File: config.mk
export PLATFORM = sky130hd
export DESIGN_NAME = playlist_ctrl_flat
export DESIGN_NICKNAME = d
export VERILOG_FILES = /design/src/rtl/playlist_ctrl_if.sv /design/src/rtl/playlist_ctrl.sv /design/src/flat_wrapper.sv
export SDC_FILE = /design/constraint.sdc
export NUM_CORES = 1
export LEC_CHECK = 0
export CAP_MARGIN = 40
export CORE_AREA = 2 2 48 50
export CTS_CLUSTER_SIZE = 20
export DETAILED_ROUTE_END_ITERATION = 10
export DIE_AREA = 0 0 50 52
export GPL_TIMING_DRIVEN = 0
export PLACE_DENSITY_LB_ADDON = 0.12
export REMOVE_ABC_BUFFERS = 1
export SLEW_MARGIN = 20
export SYNTH_ARGS = -nofsm -noshare
export SYNTH_HDL_FRONTEND = slang
export SYNTH_SLANG_ARGS = --single-unit
File: constraint.sdc
create_clock -name clk -period 2.95 [get_ports clk]
set_input_delay 0.7375 -clock clk [delete_from_list [all_inputs] [get_ports clk]]
set_output_delay 0.7375 -clock clk [all_outputs]
set_load 0.005 [all_outputs]
File: src/rtl/playlist_ctrl_if.sv
// rtl/playlist_ctrl_if.sv - button/player/status signal bundle for playlist_ctrl
interface playlist_ctrl_if;
  logic       next_btn;
  logic       prev_btn;
  logic       song_finished;
  logic       repeat_all;
  logic       shuffle;
  logic [1:0] song_sel;
  logic       song_change;
  logic       playlist_done;

  modport master (
    output next_btn, prev_btn, song_finished, repeat_all, shuffle,
    input  song_sel, song_change, playlist_done
  );

  modport slave (
    input  next_btn, prev_btn, song_finished, repeat_all, shuffle,
    output song_sel, song_change, playlist_done
  );
endinterface

File: src/rtl/playlist_ctrl.sv
// rtl/playlist_ctrl.sv - playlist sequencer with post-change holdoff
// Optional random song order is built only when PLAYLIST_SHUFFLE_EN is defined.
module playlist_ctrl #(
  parameter int NUM_SONGS = 4,
  parameter int HOLDOFF   = 4
) (
  input logic            clk,
  input logic            reset,
  playlist_ctrl_if.slave bus
);
  typedef enum logic [1:0] {PLAYING = 2'd0, HOLD = 2'd1, STOPPED = 2'd2} state_t;

  localparam logic [1:0] LAST_SONG = 2'(NUM_SONGS - 1);
  localparam logic [3:0] HOLD_LOAD = 4'(HOLDOFF);

  state_t     state_q, state_d;
  logic [1:0] song_sel_q, song_sel_d;
  logic       song_change_q, song_change_d;
  logic       playlist_done_q, playlist_done_d;
  logic       song_finished_q, song_finished_d;
  logic [3:0] hold_cnt_q, hold_cnt_d;

  logic       finish_evt, next_evt, prev_evt;
  logic [1:0] seq_next, seq_prev;
  logic [1:0] fin_sel, nxt_sel;
  logic       fin_stop;
  logic       do_change;
  logic [1:0] new_sel;

  assign finish_evt = bus.song_finished & ~song_finished_q;
  assign next_evt   = bus.next_btn & ~bus.prev_btn;
  assign prev_evt   = bus.prev_btn & ~bus.next_btn;
  assign seq_next   = (song_sel_q == LAST_SONG) ? 2'd0 : song_sel_q + 2'd1;
  assign seq_prev   = (song_sel_q == 2'd0) ? LAST_SONG : song_sel_q - 2'd1;

`ifdef PLAYLIST_SHUFFLE_EN
  logic [7:0] lfsr_q, lfsr_d;
  logic [2:0] played_q, played_d, played_inc;
  logic [1:0] cand, shuf_sel;
  logic       played_full;

  assign lfsr_d      = {lfsr_q[6:0], lfsr_q[7] ^ lfsr_q[5] ^ lfsr_q[4] ^ lfsr_q[3]};
  assign cand        = 2'(int'(lfsr_q[1:0]) % NUM_SONGS);
  // Never re-pick the song that just played.
  assign shuf_sel    = (cand == song_sel_q) ? 2'((int'(cand) + 1) % NUM_SONGS) : cand;
  assign played_inc  = played_q + 3'd1;
  assign played_full = (played_inc == 3'(NUM_SONGS));

  always_comb begin
    fin_sel  = seq_next;
    nxt_sel  = seq_next;
    fin_stop = (song_sel_q == LAST_SONG) && !bus.repeat_all;
    if (bus.shuffle) begin
      fin_sel  = shuf_sel;
      nxt_sel  = shuf_sel;
      fin_stop = played_full && !bus.repeat_all;
    end
  end
`else
  logic shuffle_unused;
  assign shuffle_unused = bus.shuffle;

  always_comb begin
    fin_sel  = seq_next;
    nxt_sel  = seq_next;
    fin_stop = (song_sel_q == LAST_SONG) && !bus.repeat_all;
  end
`endif

  always_comb begin
    state_d         = state_q;
    song_sel_d      = song_sel_q;
    song_change_d   = 1'b0;
    song_finished_d = bus.song_finished;
    hold_cnt_d      = hold_cnt_q;
    do_change       = 1'b0;
    new_sel         = song_sel_q;
`ifdef PLAYLIST_SHUFFLE_EN
    played_d        = played_q;
`endif
    case (state_q)
      PLAYING: begin
        // A finish outranks any button press in the same cycle.
        if (finish_evt) begin
          if (fin_stop) begin
            state_d = STOPPED;
          end else begin
            do_change = 1'b1;
            new_sel   = fin_sel;
          end
`ifdef PLAYLIST_SHUFFLE_EN
          if (bus.shuffle) played_d = played_full ? 3'd0 : played_inc;
`endif
        end else if (next_evt) begin
          do_change = 1'b1;
          new_sel   = nxt_sel;
        end else if (prev_evt) begin
          do_change = 1'b1;
          new_sel   = seq_prev;
        end
      end
      HOLD: begin
        if (hold_cnt_q == 4'd0) state_d = PLAYING;
        else hold_cnt_d = hold_cnt_q - 4'd1;
      end
      STOPPED: begin
        if (next_evt || prev_evt) begin
          do_change = 1'b1;
          new_sel   = 2'd0;
`ifdef PLAYLIST_SHUFFLE_EN
          played_d  = 3'd0;
`endif
        end
      end
      default: state_d = HOLD;
    endcase

    if (do_change) begin
      song_sel_d    = new_sel;
      song_change_d = 1'b1;
      state_d       = HOLD;
      hold_cnt_d    = HOLD_LOAD;
    end
    playlist_done_d = (state_d == STOPPED);
  end

  always_ff @(posedge clk or posedge reset) begin
    if (reset) begin
      state_q         <= HOLD;
      song_sel_q      <= 2'd0;
      song_change_q   <= 1'b0;
      playlist_done_q <= 1'b0;
      song_finished_q <= 1'b0;
      hold_cnt_q      <= HOLD_LOAD;
`ifdef PLAYLIST_SHUFFLE_EN
      lfsr_q          <= 8'hA5;
      played_q        <= 3'd0;
`endif
    end else begin
      state_q         <= state_d;
      song_sel_q      <= song_sel_d;
      song_change_q   <= song_change_d;
      playlist_done_q <= playlist_done_d;
      song_finished_q <= song_finished_d;
      hold_cnt_q      <= hold_cnt_d;
`ifdef PLAYLIST_SHUFFLE_EN
      lfsr_q          <= lfsr_d;
      played_q        <= played_d;
`endif
    end
  end

  assign bus.song_sel      = song_sel_q;
  assign bus.song_change   = song_change_q;
  assign bus.playlist_done = playlist_done_q;
endmodule

File: src/flat_wrapper.sv
// flat-port wrapper written by rule: the top's interface ports become plain ports
module playlist_ctrl_flat 
#(
  parameter int NUM_SONGS = 4,
  parameter int HOLDOFF   = 4
)
  (clk, reset, bus_next_btn, bus_prev_btn, bus_song_finished, bus_repeat_all, bus_shuffle, bus_song_sel, bus_song_change, bus_playlist_done);
  playlist_ctrl_if bus_i ();
  input logic clk;
  input logic reset;
  input wire logic [$bits(bus_i.next_btn)-1:0] bus_next_btn;
  input wire logic [$bits(bus_i.prev_btn)-1:0] bus_prev_btn;
  input wire logic [$bits(bus_i.song_finished)-1:0] bus_song_finished;
  input wire logic [$bits(bus_i.repeat_all)-1:0] bus_repeat_all;
  input wire logic [$bits(bus_i.shuffle)-1:0] bus_shuffle;
  output wire logic [$bits(bus_i.song_sel)-1:0] bus_song_sel;
  output wire logic [$bits(bus_i.song_change)-1:0] bus_song_change;
  output wire logic [$bits(bus_i.playlist_done)-1:0] bus_playlist_done;
  assign bus_i.next_btn = bus_next_btn;
  assign bus_i.prev_btn = bus_prev_btn;
  assign bus_i.song_finished = bus_song_finished;
  assign bus_i.repeat_all = bus_repeat_all;
  assign bus_i.shuffle = bus_shuffle;
  assign bus_song_sel = bus_i.song_sel;
  assign bus_song_change = bus_i.song_change;
  assign bus_playlist_done = bus_i.playlist_done;
  playlist_ctrl #(.NUM_SONGS(NUM_SONGS), .HOLDOFF(HOLDOFF)) u_core (.clk(clk), .reset(reset), .bus(bus_i));
endmodule
==> results by group <==
Worst setup path
  • Top cell family by delay on the critical path: compound AO/OA/AOI/OAI gates
  • Worst EP required: 3.11 ns
  • Worst Path Buf+Inv: 2
  • Critical path endpoint category: flip-flop
  • Setup crit start kind: primary input
  • Critical path data arrival time: 2.36 ns
  • Cell Chain, Critical Path: clkdlybuf4s50_1 > inv_1 > ha_1 > a221oi_4 > a21oi_2 > a22o_1
  • Crit Path Max Fanout: 5
  • Setup CP Type: primary input to flip-flop
  • Slowest stage cell, crit path: clkdlybuf4s50_1
  • Delay of the slowest critical-path stage: 0.48 ns

Global routing
  • Gr ovfl total: 0
  • Largest net degree at the start of global routing: 15
  • Initial antenna violation count: 0
  • GRT Overall Usage: 12.5%
  • First-pass GRT wire length: 2370 um
  • Vias in the first global route: 543

Placement
  • Dpl cells: 104
  • Port Buffer Count: 9
  • Final HPWL DP: 947 um
  • GPL Wtd Cong: 0.730

STA
  • Setup tns final: 0 ns
  • Crit share post-route: 74.6%
  • Final Hold Viols: 0
  • Finish-stage setup viols: 0
  • Clock Skew: 0.00311 ns
  • Fin crit period: 2.20 ns
  • Slew Viols, Final: 0
  • Worst rel slew slack: 71.5%
  • Max Clock Freq: 0.455 GHz
  • Worst-margin pin slew: 0.427 ns
  • RSZ-0062 raised after global routing: false

Yosys
  • Post-Syn Area: 686 um2
  • Most frequent cell after synthesis: dfrtp_1
  • Main synth FF type: dfrtp_1
  • Top cells by count, synth: dfrtp_1, inv_1, a21oi_1, nand2_1, ha_1
  • Cells after Synth: 69
  • Number of enable flip-flop cells after synthesis: 0
  • Syn avg cell area: 9.94 um2
  • Area leader, netlist: dfrtp_1
  • Synth Warn #: 0
  • Largest cells by area after synthesis: dfrtp_1, ha_1, dfstp_2
  • Share of synthesized registers carrying an async set or reset: 100%
  • Synthesized flop and latch total: 11
  • Post-synth top area share: 32.8%
  • Post-synthesis sequential area ratio: 40.5%
  • Synth cell types: 32

Power
  • Pwr dens: 819 nW/um2
  • Internal: 0.000430 W
  • Comb pwr share: 42.5%
  • Sequential power share: 42.2%
  • Clock power frac: 15.2%
  • Maximum vdd drop: 474 uV
  • P_sw: 0.000247 W
  • Switching share of power: 36.4%
  • Leakage: 0.358 nW

Clocking
  • Worst skew pair latency: 0.27 ns
  • Root Buffer: clkbuf_4
  • Hold_buf cts: 0
  • Resized Gates After CTS: 0
  • Clock sinks: 11
  • H-tree depth: 1
  • CTS Buffer Depth: 2
  • Cts bufs inserted: 3
  • Post-CTS Setup Inserts: 0
  • CTS tree: done
  • Reg clk slew, reported paths: 0.07 ns

Finish
  • Antenna Cells: 0
  • Share of cells above drive strength 1: 12.5%
  • Number of fill cells: 212
  • Final cell count without fillers: 108
  • Area delta synth->final: 20.6%
  • Final layout net count: 93

Die
  • Die ar.: 2600 um2
  • Die height: 52 um
  • Chip width: 50 um
  • Initial Util: 32.6%
  • Row count: 17
  • Core area: 2110 um2
  • Top Ports: 11

Drt
  • Total vias in the final route: 545
  • Final wirelength: 1300 um
  • Drt pass-1 iters: 4
  • Routed len/inst: 12.0 um
  • Residual DRC: 0
  • Initial drt markers: 3
  • Vias per cell: 5.05
  • Routed Antenna Nets: 0

Job
  • Total of max-cap violations: 0

Status
  • Outcome: complete, no violations

Min path
  • Worst hold path class: flip-flop to flip-flop
[state kept, by name, summed over array words and instances (netlist names)]
name and cells:
u_core.song_finished_q 1, u_core.bus.playlist_done 1, u_core.bus.song_sel 2, u_core.hold_cnt_q 4, u_core.state_q 2, u_core.bus.song_change 1
[through the flow]
stage | instance area (um2) | hold slack, ns | util, % | power (W) | setup WS, ns
after CTS | 827 | 0.562 | 39.3 | 0.000687 | 0.739
after global placement | 801 | 0.545 | 38.0 | 0.000575 | 0.475
after detailed placement | 801 | 0.539 | 38.0 | 0.000579 | 0.460
after floorplan | 676 | 0.504 | - | 0.000485 | 1.11
final | 827 | 0.557 | 39.3 | 0.000677 | 0.751
after global routing | 827 | 0.587 | 39.3 | 0.000742 | 0.658
[worst register-to-register path, stage by stage (launching register included)]
cell and delay [ns]:
dfrtp_1 0.43, ha_1 0.24, and4bb_2 0.27, a221oi_4 0.39
a21oi_2 0.08, a22o_1 0.25
[kinds of logic after synthesis]
logic type,Yosys count,synth area share [%]
flip-flops,11,40.5
adder cells (fa/ha/maj),5,9.12
AND/OR/NAND/NOR,19,17.0
buffers and inverters,10,5.84
XOR/XNOR,1,1.28
AO/OA/AOI/OAI,23,26.3
[cell usage in the layout (no fill, tap or decap), types with 2 or more instances in the layout]
master,synthesis,layout
clkdlybuf4s50_1,0,9
dfrtp_1,9,9
inv_1,8,8
a21oi_1,6,6
nand2_1,6,6
ha_1,5,5
o21ai_0,4,4
clkbuf_4,0,3
nor2_1,2,2
nor3b_1,2,2
a22o_1,2,2
dfstp_2,2,2
[power groups by stage]
stage | registers [W] | clock network (W) | logic (W)
2_1_floorplan | 0.000274 | 0 | 0.000211
3_3_place_gp | 0.000289 | 0 | 0.000286
3_5_place_dp | 0.000290 | 0 | 0.000289
4_1_cts | 0.000286 | 0.000109 | 0.000292
5_1_grt | 0.000297 | 0.000114 | 0.000331
6_report | 0.000286 | 0.000103 | 0.000288
[cell type report]
cell class,instances,area (um2),area share (%)
sequential,11,278,33.6
tap,28,35.0,4.24
multi-input combinational,48,368,44.5
inverter,8,30.0,3.63
timing repair buffer,9,90.1,10.9
clock buffer,4,26.3,3.18
[layer usage]
layer / track usage, % / part of all wire [%]
met5: 0 / 0
met4: 9.72 / 2.4
met3: 1.72 / 2.6
met2: 19.3 / 45
met1: 15.6 / 50
[worst paths after layout]
path | from | to | slack [ns] | cells after the start
min in group asynchronous | reset | u_core.hold_cnt_q[3]$_DFFE_PP0P_ | 0.76 | 2
min reg2reg | u_core.bus.song_sel[1]$_DFFE_PP0P_ | u_core.bus.song_sel[1]$_DFFE_PP0P_ | 0.56 | 1
min | u_core.bus.song_sel[1]$_DFFE_PP0P_ | u_core.bus.song_sel[1]$_DFFE_PP0P_ | 0.56 | 1
max in group asynchronous | reset | u_core.hold_cnt_q[2]$_DFFE_PP1P_ | 1.86 | 2
max | bus_prev_btn | u_core.hold_cnt_q[0]$_DFFE_PP0P_ | 0.75 | 6
max reg2reg | u_core.bus.song_sel[0]$_DFFE_PP0P_ | u_core.hold_cnt_q[0]$_DFFE_PP0P_ | 1.19 | 5
No activity file was read; power rests on OpenSTA's default activity.
